==> config.mk <==
export PLATFORM = sky130hd
export DESIGN_NAME = mem_port_arbiter_flat
export DESIGN_NICKNAME = d
export VERILOG_FILES = /design/src/rtl/riscv_mem_pkg.sv /design/src/rtl/mem_port_arbiter_if.sv /design/src/rtl/rd_tag_pipe.sv /design/src/rtl/mem_port_arbiter.sv /design/src/flat_wrapper.sv
export SDC_FILE = /design/constraint.sdc
export NUM_CORES = 1
export LEC_CHECK = 0
export CAP_MARGIN = 20
export CORE_ASPECT_RATIO = 0.9
export CORE_MARGIN = 2
export CORE_UTILIZATION = 41
export CTS_CLUSTER_SIZE = 40
export DETAILED_ROUTE_END_ITERATION = 16
export PLACE_DENSITY_LB_ADDON = 0.15
export SLEW_MARGIN = 20
export SYNTH_ARGS = -nofsm -noshare
export SYNTH_HDL_FRONTEND = slang
export SYNTH_SLANG_ARGS = --single-unit
==> constraint.sdc <==
create_clock -name clk -period 2.9 [get_ports clk]
set_clock_uncertainty 0.15 [all_clocks]
set_input_delay 0.435 -clock clk [delete_from_list [all_inputs] [get_ports clk]]
set_output_delay 0.435 -clock clk [all_outputs]
set_load 0.01 [all_outputs]
==> src/rtl/riscv_mem_pkg.sv <==
// rtl/riscv_mem_pkg.sv - shared types for the unified I/D memory port arbiter
//
// Purpose: owner encoding and read-tag record used to steer SRAM read data
//          back to the fetch (IF) or data (D) requester, plus the maximum
//          supported SRAM read latency.
// Ports:   none (package).
package riscv_mem_pkg;

  localparam int MEM_LAT_MAX = 4;

  typedef enum logic {
    OWN_IF = 1'b0,
    OWN_D  = 1'b1
  } owner_e;

  typedef struct packed {
    logic   valid;
    owner_e owner;
  } rd_tag_t;

endpackage

==> src/rtl/mem_port_arbiter_if.sv <==
// rtl/mem_port_arbiter_if.sv - request/response and SRAM bus bundle for the arbiter
//
// Purpose: groups the IF port, D port and SRAM command/data signals.
// Modports:
//   master - pipeline + SRAM side: drives requests and mem_rdata,
//            receives grants, read data and the SRAM command.
//   slave  - arbiter side: the mirror image of master.
interface mem_port_arbiter_if #(
  parameter int ADDR_W = 32,
  parameter int DATA_W = 32
);

  logic                  if_req;
  logic [ADDR_W-1:0]     if_addr;
  logic                  if_gnt;
  logic                  if_rvalid;
  logic [DATA_W-1:0]     if_rdata;

  logic                  d_req;
  logic                  d_we;
  logic [DATA_W/8-1:0]   d_be;
  logic [ADDR_W-1:0]     d_addr;
  logic [DATA_W-1:0]     d_wdata;
  logic                  d_gnt;
  logic                  d_rvalid;
  logic [DATA_W-1:0]     d_rdata;

  logic                  mem_en;
  logic                  mem_we;
  logic [DATA_W/8-1:0]   mem_be;
  logic [ADDR_W-1:0]     mem_addr;
  logic [DATA_W-1:0]     mem_wdata;
  logic [DATA_W-1:0]     mem_rdata;

  modport master (
    output if_req, if_addr,
    input  if_gnt, if_rvalid, if_rdata,
    output d_req, d_we, d_be, d_addr, d_wdata,
    input  d_gnt, d_rvalid, d_rdata,
    input  mem_en, mem_we, mem_be, mem_addr, mem_wdata,
    output mem_rdata
  );

  modport slave (
    input  if_req, if_addr,
    output if_gnt, if_rvalid, if_rdata,
    input  d_req, d_we, d_be, d_addr, d_wdata,
    output d_gnt, d_rvalid, d_rdata,
    output mem_en, mem_we, mem_be, mem_addr, mem_wdata,
    input  mem_rdata
  );

endinterface

==> src/rtl/rd_tag_pipe.sv <==
// rtl/rd_tag_pipe.sv - MEM_LAT-deep shift register of in-flight read tags
//
// Purpose: delays the {valid, owner} tag of each issued read so that it
//          lines up with the SRAM read data MEM_LAT cycles later.
// Ports:
//   clk     - rising-edge clock
//   reset   - asynchronous active-low clear (drops all in-flight tags)
//   tag_in  - tag captured into stage 0 on each clock
//   tag_out - last stage, aligned with mem_rdata
module rd_tag_pipe
  import riscv_mem_pkg::*;
#(
  parameter int MEM_LAT = 1
) (
  input  logic    clk,
  input  logic    reset,
  input  rd_tag_t tag_in,
  output rd_tag_t tag_out
);

  rd_tag_t tag_q [MEM_LAT];
  rd_tag_t tag_d [MEM_LAT];

  always_comb begin
    tag_d[0] = tag_in;
    for (int i = 1; i < MEM_LAT; i++) begin
      tag_d[i] = tag_q[i-1];
    end
  end

  always_ff @(posedge clk or negedge reset) begin
    if (!reset) begin
      for (int i = 0; i < MEM_LAT; i++) begin
        tag_q[i] <= '0;
      end
    end else begin
      tag_q <= tag_d;
    end
  end

  assign tag_out = tag_q[MEM_LAT-1];

endmodule

==> src/rtl/mem_port_arbiter.sv <==
// rtl/mem_port_arbiter.sv - single-port unified SRAM arbiter for IF and MEM stages
//
// Purpose: issues at most one SRAM command per cycle, choosing between the
//          fetch (IF) and data (D) requesters; D wins conflicts unless IF has
//          been denied STARVE_MAX cycles in a row. Read returns are steered
//          to their issuer through a tag pipeline.
// Ports:
//   clk          - rising-edge clock
//   reset        - asynchronous active-low reset
//   bus          - mem_port_arbiter_if.slave: IF/D requests, grants, read
//                  data and the SRAM command/read-data bus
//   conflict_cnt - saturating count of cycles with both requests high
module mem_port_arbiter
  import riscv_mem_pkg::*;
#(
  parameter int ADDR_W     = 32,
  parameter int DATA_W     = 32,
  parameter int MEM_LAT    = 1,
  parameter int STARVE_MAX = 4
) (
  input  logic                clk,
  input  logic                reset,
  mem_port_arbiter_if.slave   bus,
  output logic [15:0]         conflict_cnt
);

  localparam int BE_W = DATA_W / 8;
  localparam int SW   = (STARVE_MAX < 1) ? 1 : $clog2(STARVE_MAX + 1);

  if ((MEM_LAT < 1) || (MEM_LAT > MEM_LAT_MAX)) begin : g_bad_mem_lat
    $error("mem_port_arbiter: MEM_LAT must be in 1..%0d", MEM_LAT_MAX);
  end
  if (STARVE_MAX < 1) begin : g_bad_starve_max
    $error("mem_port_arbiter: STARVE_MAX must be at least 1");
  end

  logic [SW-1:0]     starve_cnt_q, starve_cnt_d;
  logic [15:0]       conflict_cnt_q, conflict_cnt_d;
  logic [ADDR_W-1:0] mem_addr_q, mem_addr_d;
  logic [DATA_W-1:0] mem_wdata_q, mem_wdata_d;
  logic [BE_W-1:0]   mem_be_q, mem_be_d;
  logic [DATA_W-1:0] if_rdata_q, if_rdata_d;
  logic [DATA_W-1:0] d_rdata_q, d_rdata_d;

  logic    both_req;
  logic    if_wins;
  logic    if_gnt;
  logic    d_gnt;
  logic    mem_en;
  logic    mem_we;
  logic    if_rvalid;
  logic    d_rvalid;
  rd_tag_t tag_in;
  rd_tag_t tag_out;

  // Grants are gated by reset so nothing is issued while the block is held
  // in reset, even if requests are already asserted.
  always_comb begin
    both_req = bus.if_req & bus.d_req;
    if_wins  = (starve_cnt_q == SW'(STARVE_MAX));
    if_gnt   = reset & bus.if_req & (~bus.d_req | if_wins);
    d_gnt    = reset & bus.d_req & ~if_gnt;
    mem_en   = if_gnt | d_gnt;
    mem_we   = d_gnt & bus.d_we;
  end

  // Command fields hold their previous value when idle (and IF leaves the
  // write data untouched) so the SRAM inputs never toggle needlessly.
  always_comb begin
    mem_addr_d  = mem_addr_q;
    mem_wdata_d = mem_wdata_q;
    mem_be_d    = mem_be_q;
    if (if_gnt) begin
      mem_addr_d = bus.if_addr;
      mem_be_d   = '1;
    end else if (d_gnt) begin
      mem_addr_d  = bus.d_addr;
      mem_wdata_d = bus.d_wdata;
      mem_be_d    = bus.d_be;
    end
  end

  always_comb begin
    starve_cnt_d = starve_cnt_q;
    if (!bus.if_req || if_gnt) begin
      starve_cnt_d = '0;
    end else if (!if_wins) begin
      starve_cnt_d = starve_cnt_q + SW'(1);
    end
  end

  always_comb begin
    conflict_cnt_d = conflict_cnt_q;
    if (both_req && (conflict_cnt_q != 16'hFFFF)) begin
      conflict_cnt_d = conflict_cnt_q + 16'd1;
    end
  end

  always_comb begin
    tag_in.valid = mem_en & ~mem_we;
    tag_in.owner = d_gnt ? OWN_D : OWN_IF;
  end

  rd_tag_pipe #(
    .MEM_LAT (MEM_LAT)
  ) u_rd_tag_pipe (
    .clk     (clk),
    .reset   (reset),
    .tag_in  (tag_in),
    .tag_out (tag_out)
  );

  // Read data is passed straight through on the return cycle and held after.
  always_comb begin
    if_rvalid  = tag_out.valid & (tag_out.owner == OWN_IF);
    d_rvalid   = tag_out.valid & (tag_out.owner == OWN_D);
    if_rdata_d = if_rvalid ? bus.mem_rdata : if_rdata_q;
    d_rdata_d  = d_rvalid ? bus.mem_rdata : d_rdata_q;
  end

  always_ff @(posedge clk or negedge reset) begin
    if (!reset) begin
      starve_cnt_q   <= '0;
      conflict_cnt_q <= '0;
      mem_addr_q     <= '0;
      mem_wdata_q    <= '0;
      mem_be_q       <= '0;
      if_rdata_q     <= '0;
      d_rdata_q      <= '0;
    end else begin
      starve_cnt_q   <= starve_cnt_d;
      conflict_cnt_q <= conflict_cnt_d;
      mem_addr_q     <= mem_addr_d;
      mem_wdata_q    <= mem_wdata_d;
      mem_be_q       <= mem_be_d;
      if_rdata_q     <= if_rdata_d;
      d_rdata_q      <= d_rdata_d;
    end
  end

  assign bus.if_gnt    = if_gnt;
  assign bus.d_gnt     = d_gnt;
  assign bus.mem_en    = mem_en;
  assign bus.mem_we    = mem_we;
  assign bus.mem_addr  = mem_addr_d;
  assign bus.mem_wdata = mem_wdata_d;
  assign bus.mem_be    = mem_be_d;
  assign bus.if_rvalid = if_rvalid;
  assign bus.d_rvalid  = d_rvalid;
  assign bus.if_rdata  = if_rdata_d;
  assign bus.d_rdata   = d_rdata_d;
  assign conflict_cnt  = conflict_cnt_q;

endmodule

==> src/flat_wrapper.sv <==
// flat-port wrapper written by rule: the top's interface ports become plain ports
module mem_port_arbiter_flat import riscv_mem_pkg::*;
#(
  parameter int ADDR_W     = 32,
  parameter int DATA_W     = 32,
  parameter int MEM_LAT    = 1,
  parameter int STARVE_MAX = 4
)
  (clk, reset, conflict_cnt, bus_if_req, bus_if_addr, bus_if_gnt, bus_if_rvalid, bus_if_rdata, bus_d_req, bus_d_we, bus_d_be, bus_d_addr, bus_d_wdata, bus_d_gnt, bus_d_rvalid, bus_d_rdata, bus_mem_en, bus_mem_we, bus_mem_be, bus_mem_addr, bus_mem_wdata, bus_mem_rdata);
  mem_port_arbiter_if #(.ADDR_W(ADDR_W), .DATA_W(DATA_W)) bus_i ();
  input  logic clk;
  input  logic reset;
  output logic [15:0] conflict_cnt;
  input wire logic [$bits(bus_i.if_req)-1:0] bus_if_req;
  input wire logic [$bits(bus_i.if_addr)-1:0] bus_if_addr;
  output wire logic [$bits(bus_i.if_gnt)-1:0] bus_if_gnt;
  output wire logic [$bits(bus_i.if_rvalid)-1:0] bus_if_rvalid;
  output wire logic [$bits(bus_i.if_rdata)-1:0] bus_if_rdata;
  input wire logic [$bits(bus_i.d_req)-1:0] bus_d_req;
  input wire logic [$bits(bus_i.d_we)-1:0] bus_d_we;
  input wire logic [$bits(bus_i.d_be)-1:0] bus_d_be;
  input wire logic [$bits(bus_i.d_addr)-1:0] bus_d_addr;
  input wire logic [$bits(bus_i.d_wdata)-1:0] bus_d_wdata;
  output wire logic [$bits(bus_i.d_gnt)-1:0] bus_d_gnt;
  output wire logic [$bits(bus_i.d_rvalid)-1:0] bus_d_rvalid;
  output wire logic [$bits(bus_i.d_rdata)-1:0] bus_d_rdata;
  output wire logic [$bits(bus_i.mem_en)-1:0] bus_mem_en;
  output wire logic [$bits(bus_i.mem_we)-1:0] bus_mem_we;
  output wire logic [$bits(bus_i.mem_be)-1:0] bus_mem_be;
  output wire logic [$bits(bus_i.mem_addr)-1:0] bus_mem_addr;
  output wire logic [$bits(bus_i.mem_wdata)-1:0] bus_mem_wdata;
  input wire logic [$bits(bus_i.mem_rdata)-1:0] bus_mem_rdata;
  assign bus_i.if_req = bus_if_req;
  assign bus_i.if_addr = bus_if_addr;
  assign bus_if_gnt = bus_i.if_gnt;
  assign bus_if_rvalid = bus_i.if_rvalid;
  assign bus_if_rdata = bus_i.if_rdata;
  assign bus_i.d_req = bus_d_req;
  assign bus_i.d_we = bus_d_we;
  assign bus_i.d_be = bus_d_be;
  assign bus_i.d_addr = bus_d_addr;
  assign bus_i.d_wdata = bus_d_wdata;
  assign bus_d_gnt = bus_i.d_gnt;
  assign bus_d_rvalid = bus_i.d_rvalid;
  assign bus_d_rdata = bus_i.d_rdata;
  assign bus_mem_en = bus_i.mem_en;
  assign bus_mem_we = bus_i.mem_we;
  assign bus_mem_be = bus_i.mem_be;
  assign bus_mem_addr = bus_i.mem_addr;
  assign bus_mem_wdata = bus_i.mem_wdata;
  assign bus_i.mem_rdata = bus_mem_rdata;
  mem_port_arbiter #(.ADDR_W(ADDR_W), .DATA_W(DATA_W), .MEM_LAT(MEM_LAT), .STARVE_MAX(STARVE_MAX)) u_core (.clk(clk), .reset(reset), .bus(bus_i), .conflict_cnt(conflict_cnt));
endmodule
==> run summary <==
The run gives 28000 um as the wire length of the first global-routing pass. Leaving out fill and tap cells, the most frequent cells in the layout are sky130_fd_sc_hd__clkdlybuf4s50_1 (220), sky130_fd_sc_hd__dfrtp_1 (153), sky130_fd_sc_hd__mux2_2 (97). The initial antenna violation count is 0.

The global-route congestion overflow total came out at 0. Buffers inserted during clock tree synthesis total 17. The share of power burned in registers came out at 40.3%. Summed over all layers, the routed wires come to 17400 um. After layout, the worst path uses 99.3% of the clock period.

The die covers 0.0161 mm2. Routed via count: 4927. From bottom edge to top edge, the die measures 120 um.

The slowest stage of the critical path belongs to the cell sky130_fd_sc_hd__dfrtp_1. The combinational group share of total power is 28.4%. Once placement completed, the tool counted placed cells totaling 961.

The total number of clock tree sinks is 153, and the area inside the core boundary is 0.0147 mm2. Post-route cell area: 0.0101 mm2. Setup violations remaining at the end of the flow were counted as 0. The fraction of final layout cells sized beyond drive strength 1 is 25.6%, and the clock-pin transition on the worst setup and hold timing paths is 0.06 ns.

Yosys printed 0 warnings. Of all flip-flops after synthesis, the portion carrying an async set or reset was 100%. The wire-length estimate of the detail-placed layout is 12400 um. The finished layout holds 999 standard cells, fillers aside.

For this block, the initial DRC count from the detailed router was 210. From synthesis to final layout, the design area changed by 62.7%. The power per cell area is 665 mW/mm2, and the total leakage power is 4.51 nW.

For the clock latency on the worst-skew pair, the log shows 0.41 ns. Dividing the synthesized area by the synthesized cell count gives 13.0 um2. The worst slew margin relative to its limit is 39.6%. The worst setup path is launched from a register. After synthesis the cells add up to 0.00618 mm2.

Once the floorplan was initialized, standard cells occupied 42.0% of the core. Derived from the worst setup path, the maximum achievable clock frequency is 347 MHz. In this design, the stage delay of the slowest critical-path cell is 0.39 ns. The largest fanout on the critical path works out to 6.

Chip width: 133 um. STA classifies the critical path endpoint as an output pin. The number of synthesized flops with an enable pin was 0; the switching power of the nets was 1.80 mW. Buffers placed on the I/O ports in this run total 290. The floorplan has 42 rows.

For this run, the post-layout net count is 931. The count of max-cap constraint violations is 0. Dividing the detail-routed via count by the number of cells gives 4.93. At the worst endpoint, the required time is 2.32 ns.

The minimum period implied by the final worst setup slack was 2.88 ns. Of the total power, the share spent switching nets is 26.9%. The class of the worst hold path is in -> async.

Cell at the root of the clock tree: sky130_fd_sc_hd__clkbuf_16. Internal power comes to 4.89 mW. The clock network burns 31.3% of the power. The remaining routing DRC violations was 0. The pre-CTS setup slack was -0.0745 ns.

The tools report the buffer levels on the longest clock path as 2. Global placement routability congestion: 0.829. Synthesized instance count: 475.

The flow ran to the end, and the final reports show no timing, DRC or antenna violations. The run gives 0.0191 ns as the worst setup margin. The total iterations of the first detailed-routing run was 4.

The logs give 4 for the number of H-tree levels and 22.5% for the combined global-route utilization of all metal layers. Leaving out fill and tap cells, the most frequent cell in the layout is sky130_fd_sc_hd__clkdlybuf4s50_1. The routed length per placed instance is 17.4 um, and the number of routed nets with antenna violations is 0. The count of final max-slew check failures was 0. The run gives 0.000414 V as the maximum VDD drop.

The arrival time of data at the critical path endpoint is 2.30 ns, and the number of nets produced by synthesis is 615. In this run, synthesis produced a sequential element count of 153. TritonCTS built the clock tree. The synthesized netlist contains 36 unique library cells.

During I/O placement, the number of pins put on the boundary was 291. The placed instances occupy a cell area of 0.00947 mm2. Setup repair after global routing could not meet its margin everywhere. The logs give 0 for the count of endpoints failing hold in the final timing report and 73 for the largest net degree at the start of global routing. The critical path is of the reg -> out type. The number of global-route vias before repair is 5230. The number of antenna diodes in the final layout is 0.

For this run, the leading register cell type out of synthesis is sky130_fd_sc_hd__dfrtp_1. The pin slew with the least headroom to its limit works out to 0.906 ns. The most numerous cell type found on the critical path is sky130_fd_sc_hd__buf_12. For this run, the register share of the synthesized area comes to 61.9%. The signal on the critical path passes through inv_2, ha_4, nand2_4, a21o_4, buf_12, nand2_8, buf_12, buf_16, mux2_2, buf_2.
-- path summary, 6_finish.rpt --
check	startpoint	depth (start not counted)	endpoint	slack (ns)
max	u_core.starve_cnt_q[0]$_DFFE_PN0P_	10	bus_mem_wdata[13]	0.02
min	reset	2	u_core.mem_addr_q[5]$_DFF_PN0_	0.09
max reg2reg	u_core.conflict_cnt[0]$_DFFE_PN0P_	5	u_core.conflict_cnt[1]$_DFFE_PN0P_	0.83
min reg2reg	u_core.mem_wdata_q[12]$_DFF_PN0_	1	u_core.mem_wdata_q[12]$_DFF_PN0_	0.34
max in group asynchronous	reset	3	u_core.d_rdata_q[6]$_DFF_PN0_	1.13
min in group clk	u_core.mem_wdata_q[12]$_DFF_PN0_	1	u_core.mem_wdata_q[12]$_DFF_PN0_	0.34
-- critical path, delay by kind of cell, from the launching register on --
kind	cells	cell delay, ns
muxes	1	0.35
and+or+nand+nor	2	0.17
buffers and inverters	5	0.59
DFF	1	0.39
AOI/OAI and AO/OA	1	0.23
adders and majority gates	1	0.16
-- power by group through the flow --
stage / registers [mW] / clock network [mW] / logic (mW)
after CTS: 2.69 / 2.13 / 1.93
after global placement: 2.71 / 0 / 1.95
after detailed placement: 2.73 / 0 / 1.99
after floorplan: 2.70 / 0 / 0.773
after global routing: 2.74 / 2.23 / 2.04
final: 2.70 / 2.09 / 1.90
-- stage by stage --
step | util (%) | TNS, ns | hold slack, ns | power [mW]
2_1_floorplan | - | 0 | -0.0106 | 3.48
3_3_place_gp | 64.4 | -2.08 | 0.0934 | 4.67
3_5_place_dp | 64.4 | -2.35 | 0.0957 | 4.71
4_1_cts | 68.8 | -0.0175 | 0.140 | 6.76
5_1_grt | 68.4 | -0.250 | 0.196 | 7.01
6_report | 68.4 | 0 | 0.0949 | 6.69
-- logic make-up (layout without fill, tap and decap cells) --
group	Yosys count	after routing	share of synthesized area [%]
adder cells (fa/ha/maj)	3	3	0.607
flip-flops	153	153	61.9
buffers and inverters	30	356	2.17
AND/OR/NAND/NOR	140	140	11.1
XOR/XNOR	15	15	2.13
multiplexers	98	98	17.9
AO/OA/AOI/OAI	36	36	4.21
-- registers in the layout, summed over array words and instances, names as in the netlist --
| register | flops |
|---|---|
| u_core.conflict_cnt | 16 |
| u_core.d_rdata_q | 32 |
| u_core.if_rdata_q | 32 |
| u_core.mem_addr_q | 32 |
| u_core.mem_be_q | 4 |
| u_core.mem_wdata_q | 32 |
| u_core.starve_cnt_q | 3 |
| u_core.u_rd_tag_pipe.tag_out | 2 |
-- synthesized netlist by cell type, types with 2 or more instances --
library cell,count,area (um2)
sky130_fd_sc_hd__a221o_1,9,90.1
sky130_fd_sc_hd__a31oi_1,23,144
sky130_fd_sc_hd__and3_1,10,62.6
sky130_fd_sc_hd__and4_1,2,17.5
sky130_fd_sc_hd__buf_1,5,18.8
sky130_fd_sc_hd__buf_2,11,55.1
sky130_fd_sc_hd__buf_4,2,15.0
sky130_fd_sc_hd__clkbuf_1,6,22.5
sky130_fd_sc_hd__dfrtp_1,153,3830
sky130_fd_sc_hd__ha_1,3,37.5
sky130_fd_sc_hd__inv_1,5,18.8
sky130_fd_sc_hd__mux2_2,97,1090
sky130_fd_sc_hd__nand2_1,65,244
sky130_fd_sc_hd__nand3_1,8,40.0
sky130_fd_sc_hd__nand4_1,2,12.5
sky130_fd_sc_hd__nand4_4,2,42.5
sky130_fd_sc_hd__nor2_1,30,113
sky130_fd_sc_hd__nor3_1,9,45.0
sky130_fd_sc_hd__nor3b_1,2,15.0
sky130_fd_sc_hd__nor4_1,2,12.5
sky130_fd_sc_hd__xor2_1,14,123
-- what timing repair did --
item	in CTS	in global routing
resized for setup	134	34
cloned	3	0
hold buffers	2	0
setup buffers	3	1
hold endpoints to repair	19	0
endpoints found under the setup margin	71	38
pin swaps	3	1
-- layout make-up --
cell class | instances | area (um2)
Fill cell | 1089 | 4660
Sequential cell | 153 | 3830
Timing Repair Buffer | 321 | 3140
Multi-Input combinational cell | 292 | 2270
Clock buffer | 19 | 443
Tap cell | 198 | 248
Clock inverter | 10 | 105
Inverter | 6 | 22.5
-- metal layers --
| metal | wire length (um) | part of all wire, % | vias to the layer above | global-route usage (%) |
|---|---|---|---|---|
| met2 | 8650 | 50 | 189 | 37.2 |
| met5 | 0 | 0 | - | 0 |
| met4 | 199 | 1.1 | 0 | 8.11 |
| li1 | - | - | 2294 | - |
| met1 | 7160 | 41 | 2430 | 27.7 |
| met3 | 1400 | 8.0 | 14 | 7.59 |
Power figures use the tool's default switching activity.
